==> src/rtl/cajero_pkg.sv <==
// Shared definitions for the cajero balance arbiter: FSM state codes and
// transaction-type constants.
package cajero_pkg;

  localparam logic [1:0] IDLE = 2'd0;
  localparam logic [1:0] EXEC = 2'd1;
  localparam logic [1:0] RESP = 2'd2;

  localparam logic TRANS_DEPOSITO = 1'b0;
  localparam logic TRANS_RETIRO   = 1'b1;

endpackage

==> src/rtl/arbitro_rr_prioridad.sv <==
// Combinational round-robin picker: first set request at or above rr_ptr,
// wrapping around to index 0.
module arbitro_rr_prioridad
  import cajero_pkg::*;
#(
  parameter int NUM_REQ = 2,
  parameter int IDX_W   = 1
) (
  input  logic [NUM_REQ-1:0] req,
  input  logic [IDX_W-1:0]   rr_ptr,
  output logic [NUM_REQ-1:0] win,
  output logic [IDX_W-1:0]   index,
  output logic               any
);

  localparam int unsigned N = NUM_REQ;

  int unsigned    w_pos;
  logic [IDX_W-1:0] w_j;

  always_comb begin
    win   = '0;
    index = '0;
    any   = 1'b0;
    w_pos = 0;
    w_j   = '0;
    for (int unsigned i = 0; i < N; i++) begin
      w_pos = 32'(rr_ptr) + i;
      if (w_pos >= N) w_pos = w_pos - N;
      w_j = IDX_W'(w_pos);
      if (!any && req[w_j]) begin
        any      = 1'b1;
        win[w_j] = 1'b1;
        index    = w_j;
      end
    end
  end

endmodule

==> src/rtl/arbitro_saldo_cajeros.sv <==
// Round-robin arbiter that serialises deposit/withdrawal requests from several
// cajero controllers onto one shared balance register.
module arbitro_saldo_cajeros
  import cajero_pkg::*;
#(
  parameter int                 NUM_REQ      = 2,
  parameter int                 MONTO_W      = 32,
  parameter logic [MONTO_W-1:0] BALANCE_INIT = MONTO_W'(10000)
) (
  input  logic                       clk,
  input  logic                       reset,
  input  logic [NUM_REQ-1:0]         req,
  input  logic [NUM_REQ-1:0]         tipo_trans,
  input  logic [NUM_REQ*MONTO_W-1:0] monto,
  output logic [NUM_REQ-1:0]         gnt,
  output logic [NUM_REQ-1:0]         done,
  output logic                       balance_actualizado,
  output logic                       entregar_dinero,
  output logic                       fondos_insuficientes,
  output logic                       desborde,
  output logic [MONTO_W-1:0]         saldo,
  output logic                       ocupado
);

  localparam int IDX_W = (NUM_REQ > 1) ? $clog2(NUM_REQ) : 1;

  logic [1:0]         r_state;
  logic [IDX_W-1:0]   r_ptr;
  logic [IDX_W-1:0]   r_idx;
  logic [NUM_REQ-1:0] r_onehot;
  logic               r_tipo;
  logic [MONTO_W-1:0] r_monto;
  logic [MONTO_W-1:0] r_saldo;
  logic               r_bal;
  logic               r_ent;
  logic               r_fondos;
  logic               r_desb;

  logic [NUM_REQ-1:0] w_win;
  logic [IDX_W-1:0]   w_idx;
  logic               w_any;
  logic [MONTO_W:0]   w_suma;
  logic [MONTO_W-1:0] w_resta;
  logic               w_insuf;

  arbitro_rr_prioridad #(
    .NUM_REQ (NUM_REQ),
    .IDX_W   (IDX_W)
  ) u_rr (
    .req    (req),
    .rr_ptr (r_ptr),
    .win    (w_win),
    .index  (w_idx),
    .any    (w_any)
  );

  // The extra sum bit is the overflow carry; the compare is the borrow.
  assign w_suma  = {1'b0, r_saldo} + {1'b0, r_monto};
  assign w_resta = r_saldo - r_monto;
  assign w_insuf = (r_monto > r_saldo);

  always_ff @(posedge clk or negedge reset) begin
    if (!reset) begin
      r_state  <= IDLE;
      r_ptr    <= '0;
      r_idx    <= '0;
      r_onehot <= '0;
      r_tipo   <= 1'b0;
      r_monto  <= '0;
      r_saldo  <= BALANCE_INIT;
      r_bal    <= 1'b0;
      r_ent    <= 1'b0;
      r_fondos <= 1'b0;
      r_desb   <= 1'b0;
    end else begin
      case (r_state)
        IDLE: begin
          r_bal    <= 1'b0;
          r_ent    <= 1'b0;
          r_fondos <= 1'b0;
          r_desb   <= 1'b0;
          if (w_any) begin
            r_idx    <= w_idx;
            r_onehot <= w_win;
            r_tipo   <= tipo_trans[w_idx];
            r_monto  <= monto[w_idx*MONTO_W +: MONTO_W];
            r_state  <= EXEC;
          end
        end
        EXEC: begin
          if (r_tipo == TRANS_DEPOSITO) begin
            if (w_suma[MONTO_W]) begin
              r_desb <= 1'b1;
            end else begin
              r_saldo <= w_suma[MONTO_W-1:0];
              r_bal   <= 1'b1;
            end
          end else begin
            if (w_insuf) begin
              r_fondos <= 1'b1;
            end else begin
              r_saldo <= w_resta;
              r_bal   <= 1'b1;
              r_ent   <= 1'b1;
            end
          end
          r_state <= RESP;
        end
        RESP: begin
          r_bal    <= 1'b0;
          r_ent    <= 1'b0;
          r_fondos <= 1'b0;
          r_desb   <= 1'b0;
          r_ptr    <= (r_idx == IDX_W'(NUM_REQ-1)) ? '0 : r_idx + 1'b1;
          r_state  <= IDLE;
        end
        default: r_state <= IDLE;
      endcase
    end
  end

  assign gnt                  = (r_state == EXEC) ? r_onehot : '0;
  assign done                 = (r_state == RESP) ? r_onehot : '0;
  assign ocupado              = (r_state != IDLE);
  assign saldo                = r_saldo;
  assign balance_actualizado  = r_bal;
  assign entregar_dinero      = r_ent;
  assign fondos_insuficientes = r_fondos;
  assign desborde             = r_desb;

endmodule

==> config.mk <==
export PLATFORM = sky130hd
export DESIGN_NAME = arbitro_saldo_cajeros
export DESIGN_NICKNAME = d
export VERILOG_FILES = /design/src/rtl/cajero_pkg.sv /design/src/rtl/arbitro_rr_prioridad.sv /design/src/rtl/arbitro_saldo_cajeros.sv
export SDC_FILE = /design/constraint.sdc
export NUM_CORES = 1
export LEC_CHECK = 0
export ABC_CLOCK_PERIOD_IN_PS = 2600
export CORE_MARGIN = 2
export CORE_UTILIZATION = 50
export CTS_CLUSTER_DIAMETER = 120
export CTS_CLUSTER_SIZE = 40
export DETAILED_ROUTE_END_ITERATION = 7
export PLACE_DENSITY = 0.76
export SYNTH_ARGS = -nofsm -noshare
export SYNTH_HDL_FRONTEND = slang
export SYNTH_SLANG_ARGS = --single-unit
==> constraint.sdc <==
create_clock -name clk -period 2.6 [get_ports clk]
set_input_delay 0.52 -clock clk [delete_from_list [all_inputs] [get_ports clk]]
set_output_delay 0.52 -clock clk [all_outputs]
set_load 0.1 [all_outputs]
Yosys cells after proc, flatten, opt, wreduce, memory -nomap -nowiden

Index checks and enable logic that the tools add are counted.

Multiplexer cells: 38
Equal/unequal tests: 12
$lt $le $gt $ge: 8
$add $sub $neg: 6
Div/mod/pow operators: 0
Reductions and logical operators: 14
Multiply operators: 0
Bitwise gates (word level): 1
Shift-type cells: 1

Operators with widths:

| cell                                                                    | count |
|---|---|
| 32-bit two-way mux                                                      | 3 |
| 64-bit by 7-bit variable part select with 32-bit output                 | 1 |
| 32-bit by 32-bit adder with 33-bit output                               | 1 |
| 32-bit greater-than comparator                                          | 1 |
| 32-bit subtractor                                                       | 1 |
| 1-bit two-way mux                                                       | 23 |
| 3-bit AND reduction                                                     | 5 |
| 2-bit inequality test, second input constant                            | 7 |
| 2-bit two-way mux                                                       | 5 |
| 1-bit case mux with 2 select lines                                      | 4 |
| 1-bit by 2-bit < comparator with 1-bit output, second input constant    | 3 |
| 3-bit inequality test, second input constant                            | 2 |
| 2-bit case mux with 2 select lines                                      | 1 |
| 2-bit nonzero test                                                      | 2 |
| 1-bit logical AND                                                       | 3 |
| 1-bit by 1-bit adder with 2-bit output, second input constant           | 1 |
| 1-bit demux with 1-bit select                                           | 2 |
| 2-bit by 1-bit == test with 1-bit output, second input constant         | 1 |
| 2-bit == test, second input constant                                    | 1 |
| 1-bit >= comparator, second input constant                              | 2 |
| 1-bit by 2-bit >= comparator with 1-bit output, second input constant   | 1 |
| 2-bit >= comparator, second input constant                              | 1 |
| 2-bit logical NOT                                                       | 1 |
| 2-bit by 1-bit inequality test with 1-bit output, second input constant | 1 |
| other kinds (6)                                                         | 7 |

Logic and storage cells: 91
Memories kept: 0
Input bits: 70
Bits in read-only memories: 0
Latch bits: 0
Flip-flop bits (word level): 75
Memory bits (writable): 0

Longest topological paths before layout

Gate-level depths: netlist of the first run.

Depth after elaboration: 10
Mapped depth: 15

Cells and area by module

Synthesis of the first run repeated with hierarchy kept, for this count alone.

Cells, all modules: 809
Area, all modules: 6706.4 um2

Modules (own cells, without submodules):

| module                | seq. area each (um2) | area an instance (um2) | instances | cells each |
|---|---|---|---|---|
| arbitro_saldo_cajeros | 1883.1               | 6673.9                 | 1         | 804 |
| arbitro_rr_prioridad  | 0.0                  | 32.5                   | 1         | 5 |

Worst setup path before layout of the first run

OpenSTA, ideal clock, no wires.

Kind: reg2reg
Start: reg r_saldo[0] (netlist: saldo[0])
End: reg r_saldo[11] (netlist: saldo[11])
Arrival: 3.462 ns
Stages on the path, launching flop included: 16
Setup slack: -0.989 ns
Setup time: 0.127 ns
Path through: dfrtp_1 inv_1 ha_1 inv_1 fa_1 a211oi_2 o211a_1 or3_4 a21oi_4 o21ai_2 o21a_1 o22ai_2 and2_4 buf_12 buf_12 mux2_4

Word-level cells in the longest chain between the ends: 3
Elaborated cells on any way between the ends: 9

Ends and longest elaborated chain:

| item                                                                | RTL line                     | text |
|---|---|---|
| start: declaration                                                  | arbitro_saldo_cajeros.sv:33  | `logic [MONTO_W-1:0] r_saldo;` |
| start signal: assignment                                            | arbitro_saldo_cajeros.sv:95  | `r_saldo <= w_suma[MONTO_W-1:0];` |
| start signal: assignment                                            | arbitro_saldo_cajeros.sv:102 | `r_saldo <= w_resta;` |
| 32-bit by 32-bit adder with 33-bit output (tied with other cells)   | arbitro_saldo_cajeros.sv:58  | `assign w_suma = {1'b0, r_saldo} + {1'b0, r_monto};` |
| 2-bit inequality test (no line) (tied with other cells)             | n/a                          |  |
| 3-bit AND reduction (no line) or 32-bit two-way mux (tied branches) | n/a                          |  |

Several ways; a longest one is shown, not always the timed one. The select of a mux whose other input is x is not followed.
A chain may end at the register's enable or synchronous reset.

Final worst setup path of the first run

Start: reg r_saldo[0] (netlist: saldo[0])
End: reg r_saldo[31] (netlist: saldo[31])

The elaborated chain is that of the path after synthesis.

==> impl_metrics.py, run 1 <==
metrics = {
    "timing": {
        "hold_violations": 0,
        "max_slew_margin_pct": 64.0,
        "maxClockFrequency_ghz": 0.323,
        "worstMarginPinSlew_ns": 0.533,
        "final_setup_violation_count": 35,
        "skew_ns": 0.0115,
        "timing_max_transition_violations_final": 0,
        "postLayoutSetupSlackWorst_ns": -0.495,
        "final_min_period_ns": 3.09,
        "finalSetupTns_ns": -14.55,
        "final.period_utilization_pct": 119,
        "rsz0062_at_grt": "true",
    },
    "grt": {
        "globalRouteOverflowTotal": 0,
        "grt_first_pass_wirelength_microns": 35500,
        "antenna_violations_before_repair": 0,
        "grt_max_degree": 43,
        "global_route.usage.total_pct": 30.0,
        "grt_pass1_vias": 7255,
    },
    "layout": {
        "area_growth_syn_to_layout_pct": 45.8,
        "multi_input_area_sq_um": 4860,
        "utilization_pct": 74.3,
        "final-seq-area_sq_um": 1950,
        "post_route_cells_drive_above_1_share_pct": 33.2,
        "layout.filler_cells": 1031,
        "antenna-diode-count": 0,
        "final_net_count": 1241,
    },
    "clock_network": {
        "cts_max_level": 3,
        "clk_path_buf_depth": 2,
        "cts.root.buffer_cell": "clkbuf_16",
        "clock_latency_ns": 0.36,
        "tritoncts_num_sinks": 75,
        "cts_hold_fix_bufs": 0,
        "cts_made_buffers": 9,
        "clk_pin_slew_ns": 0.07,
        "cts_tree": "built",
    },
    "routing": {
        "detailedRoute.firstIterationViolations": 521,
        "iteration_count_of_the_initial_detailed_routing_pass": 6,
        "detail_route.wirelength_microns": 21600,
        "wire_per_inst_microns": 16.7,
        "vias_per_cell": 5.60,
        "drc": 0,
        "met3_routed_wirelength_microns": 1570,
        "met1Wirelength_microns": 9440,
        "wl_met2_microns": 10000,
        "routed.top_layer": "met4",
        "ant_nets": 0,
        "vias": 7228,
    },
    "worst_setup_path": {
        "cp-start-kind": "flop",
        "crit_top_cell": "inv_4",
        "required_time_at_the_worst_slack_endpoint_ns": 2.85,
        "endpoint_kind": "flop",
        "cell_breakdown_of_the_critical_path": "inv_4, ha_4, inv_4, fa_2, a211oi_4, o211a_1, or3_4, a21oi_4, o21ai_2, o21a_1, o22ai_2, and2_4, buf_12, buf_16, mux2_4",
        "critPathMaxStageDelay_ns": 0.51,
        "critical_path_arrival_ns": 3.35,
        "cp.buffers_inverters": 4,
        "critical_path_peak_fanout": 7,
        "critical_path_class": "flop to flop",
        "worst_path_max_delay_cell": "dfrtp_4",
        "timing.critical_path.max_delay_family": "compound AO/OA/AOI/OAI gates",
    },
    "worst_hold_path": {
        "timing.hold.worst.class": "input port to async pin",
    },
    "synth": {
        "postSynthNetCount": 968,
        "synth-edff-count": 0,
        "post_synth_inst_count": 832,
        "async_flop_share_pct": 100,
        "yosys-top-cells-area": "dfrtp_1, ha_1, a21oi_1, mux2i_1, mux2_4",
        "synth_top_area_share_pct": 25.0,
        "synth_ff_type": "dfrtp_1",
        "synth_area_per_cell_sq_um": 8.44,
        "post_synth_num_cell_types": 72,
        "postSynthRegisterBits": 75,
        "synth.largest_area_cell": "dfrtp_1",
        "synth-warning-count": 0,
        "synth_seq_area_share_pct": 26.8,
        "synth.cell_area_sq_um": 7020,
    },
    "floorplanning": {
        "fp.dieW_microns": 122,
        "die_height_microns": 122,
        "row_count": 43,
        "core_sq_um": 13800,
        "start_util_pct": 51.0,
        "ios": 111,
        "dieArea_sq_um": 15000,
    },
    "status": {
        "outcome": "complete, but fails checks",
        "violations": "setup timing",
    },
    "placed_design": {
        "placement.io_buffers": 110,
        "pre_cts_slack_ns": -0.461,
        "detailed_placer_s_ending_hpwl_microns": 16100,
        "routabilityCongestion": 0.947,
    },
    "flow_run": {
        "maxCapViolations": 0,
    },
}
## through the flow
step                      hold WS, ns  cell area [sq um]  cells
after floorplan                 0.224               7210    832
after global placement          0.450               9640   1261
after detailed placement        0.478               9640   1261
after CTS                       0.126              10200   1288
after global routing            0.152              10200   1290
final                           0.117              10200   1290
## routing by layer
| metal | vias to the layer above | GRT usage, % |
|---|---|---|
| li1 | 3505 | - |
| met1 | 3353 | 39.1 |
| met2 | 305 | 48.5 |
| met3 | 65 | 7.20 |
| met4 | 0 | 10.5 |
| met5 | - | 0 |
## cell usage after synthesis, types with 11 or more instances
library cell	count
mux2_4	25
a31oi_1	11
a21o_1	13
inv_1	69
o21ai_0	37
clkbuf_1	24
mux2i_1	39
a21oi_1	94
o31ai_1	12
o21bai_1	14
nand2_1	25
xnor2_1	27
dfrtp_1	70
nor2b_1	13
nor4_1	11
ha_1	64
nor2_1	97
nor3_1	22
buf_2	12
## sequential cells by signal, indices dropped and copies added (netlist names), 2 cells and up
register and cells:
r_monto 32, r_state 2, r_onehot 2, saldo 32
## cell usage in the layout (no fill, tap or decap), types with 25 or more instances in the layout
cell type	instances
clkdlybuf4s50_1	68
nand2_1	25
inv_1	66
buf_4	234
dfrtp_1	43
xnor2_1	27
o21ai_0	35
a21oi_1	92
nor2_1	95
ha_1	55
mux2i_1	39
mux2_4	27
## path summary, 6_finish.rpt
| check | start | end | slack [ns] | depth (start not counted) |
|---|---|---|---|---|
| hold / removal | reset | r_monto[23] | 0.12 | 1 |
| setup / recovery | saldo[0] | saldo[31] | -0.49 | 15 |
| max in group asynchronous | reset | saldo[4] | 1.83 | 2 |
| min in group clk | r_idx | r_ptr | 0.48 | 1 |
| hold reg to reg | r_idx | r_ptr | 0.48 | 1 |
| setup reg to reg | saldo[0] | saldo[31] | -0.49 | 15 |
## final cells by class
| type | instances | area share [%] |
|---|---|---|
| inverter | 71 | 2.65 |
| timing repair buffer | 311 | 25.5 |
| clock inverter | 7 | 0.892 |
| sequential | 75 | 19.1 |
| tap | 180 | 2.20 |
| multi-input combinational | 637 | 47.5 |
| clock buffer | 9 | 2.20 |
## logic make-up (layout without fill, tap and decap cells)
logic type	after synthesis	in the layout	synth area share [%]
AOI/OAI and AO/OA	258	258	23.8
xor gates and xnor gates	29	29	3.62
adders and majority gates	66	66	12.0
buffers and inverters	120	398	7.67
DFF	75	75	26.8
muxes	66	66	11.2
and+or+nand+nor	218	218	14.9
## repair_timing
item,CTS,global route
cloned,1,0
resized for setup,18,13
setup endpoints to repair,35,36
pin swaps,8,13
setup buffers,11,4
Power of run 1 is not shown: default switching activity piles up to over one toggle a cycle in this logic, so the estimate is an artifact.
==> inputs of run 2 (changes only) <==
CTS_BUF_LIST = sky130_fd_sc_hd__clkbuf_8 sky130_fd_sc_hd__clkbuf_16   (was not set)
GPL_TIMING_DRIVEN = 0   (was not set)
==> impl_metrics.py, run 2 (same netlist as run 1, synthesis figures left out) <==
metrics = {
    "layout": {
        "most-common-layout-cells": "clkdlybuf4s50_1, nor2_1, a21oi_1",
        "area_growth_syn_to_layout_pct": 32.4,
        "antenna-diode-count": 0,
        "instances_no_fill": 1153,
        "post_route_cells_drive_above_1_share_pct": 17.8,
        "mostFrequentLayoutCell": "clkdlybuf4s50_1",
        "final_net_count": 1104,
    },
    "floorplanning": {
        "core_sq_um": 13800,
        "row_count": 43,
        "fp.dieW_microns": 122,
        "dieArea_sq_um": 15000,
        "ios": 111,
        "start_util_pct": 51.0,
        "die_height_microns": 122,
    },
    "worst_setup_path": {
        "rrSetupSlack_ns": -0.68,
        "endpoint_kind": "flop",
        "critical_path_peak_fanout": 7,
        "cp-start-kind": "flop",
        "critical_path_arrival_ns": 3.52,
        "critical_path_class": "flop to flop",
        "required_time_at_the_worst_slack_endpoint_ns": 2.84,
    },
    "routing": {
        "detail_route.wirelength_microns": 22000,
        "wire_per_inst_microns": 19.1,
        "detailedRoute.firstIterationViolations": 539,
        "ant_nets": 0,
        "iteration_count_of_the_initial_detailed_routing_pass": 5,
        "vias_per_cell": 5.91,
        "vias": 6809,
        "drc": 0,
    },
    "worst_hold_path": {
        "timing.hold.worst.class": "input port to async pin",
    },
    "clock_network": {
        "cts_max_level": 3,
        "cts.root.buffer_cell": "clkbuf_16",
        "clock_latency_ns": 0.36,
        "clk_pin_slew_ns": 0.06,
        "cts_tree": "built",
        "cts_made_buffers": 9,
        "clk_path_buf_depth": 2,
        "tritoncts_num_sinks": 75,
    },
    "timing": {
        "postLayoutSetupSlackWorst_ns": -0.677,
        "finalSetupTns_ns": -21.38,
        "max_slew_margin_pct": 33.8,
        "final_setup_violation_count": 36,
        "timing_max_transition_violations_final": 0,
        "final.period_utilization_pct": 126,
        "hold_violations": 0,
        "final_min_period_ns": 3.28,
        "maxClockFrequency_ghz": 0.305,
        "rsz0062_at_grt": "true",
        "skew_ns": 0.0118,
        "worstMarginPinSlew_ns": 0.990,
        "timing.hold.ws_ns": 0.115,
    },
    "grt": {
        "grt_pass1_vias": 6628,
        "grt_first_pass_wirelength_microns": 34400,
        "global_route.usage.total_pct": 29.4,
        "antenna_violations_before_repair": 0,
        "globalRouteOverflowTotal": 0,
        "grt_max_degree": 42,
    },
    "flow_run": {
        "maxCapViolations": 0,
    },
    "placed_design": {
        "routabilityCongestion": 0.946,
        "detailed_placer_s_ending_hpwl_microns": 15700,
        "dp.cells": 1123,
        "placement.io_buffers": 110,
    },
    "status": {
        "outcome": "complete, but fails checks",
        "violations": "setup timing",
    },
}
[run 2: metrics by stage]
step	setup slack (ns)	utilization, %	area (sq um)
6_report	-0.677	67.4	9290
3_5_place_dp	-0.813	62.1	8550
5_1_grt	-0.733	67.4	9290
4_1_cts	-0.587	66.3	9140
3_3_place_gp	-2.13	61.9	8530
2_1_floorplan	-0.490	-	7210
[run 2: cell type report]
class                      count  area, sq um
buffer                        43          263
clock buffer                   9          225
sequential                    75         1950
inverter                      71          269
fill                        1204         4480
timing repair buffer         131         1350
multi-input combinational    637         4880
clock inverter                 7          124
tap                          180          225
[run 2: metal layers]
| layer | track usage (%) | up-vias | part of all wire [%] |
|---|---|---|---|
| li1 | - | 3236 | - |
| met1 | 41.1 | 3245 | 46 |
| met2 | 46.9 | 291 | 46 |
| met4 | 9.48 | 0 | 1.9 |
| met5 | 0 | - | 0 |
| met3 | 4.37 | 37 | 6.4 |
[run 2: worst paths after layout]
kind                            depth (start not counted)          end      from
max in group asynchronous                               2     saldo[4]     reset
worst min register to register                          1        r_ptr     r_idx
worst min-delay path                                    1  r_monto[22]     reset
worst max-delay path                                   15     saldo[2]  saldo[0]
min in group clk                                        1        r_ptr     r_idx
worst max register to register                         15     saldo[2]  saldo[0]
[run 2: what timing repair did]
item,CTS,global route
gates resized for setup,38,27
pin swaps,6,10
setup buffers,13,4
cloned,1,2
hold buffers,0,0
endpoints found under the setup margin,46,49
[run 2: critical path: stages (launching register included)]
cell and delay, ns:
dfrtp_4 0.51, inv_4 0.07, ha_4 0.13, inv_2 0.04
fa_2 0.39, a211oi_4 0.28, o211a_1 0.23, or3_4 0.16
a21oi_4 0.06, o21ai_4 0.19, o21a_1 0.19, o22ai_4 0.09
and2_4 0.19, buf_12 0.15, clkbuf_16 0.17, mux2_4 0.29
Power of run 2 is left out for the same reason.
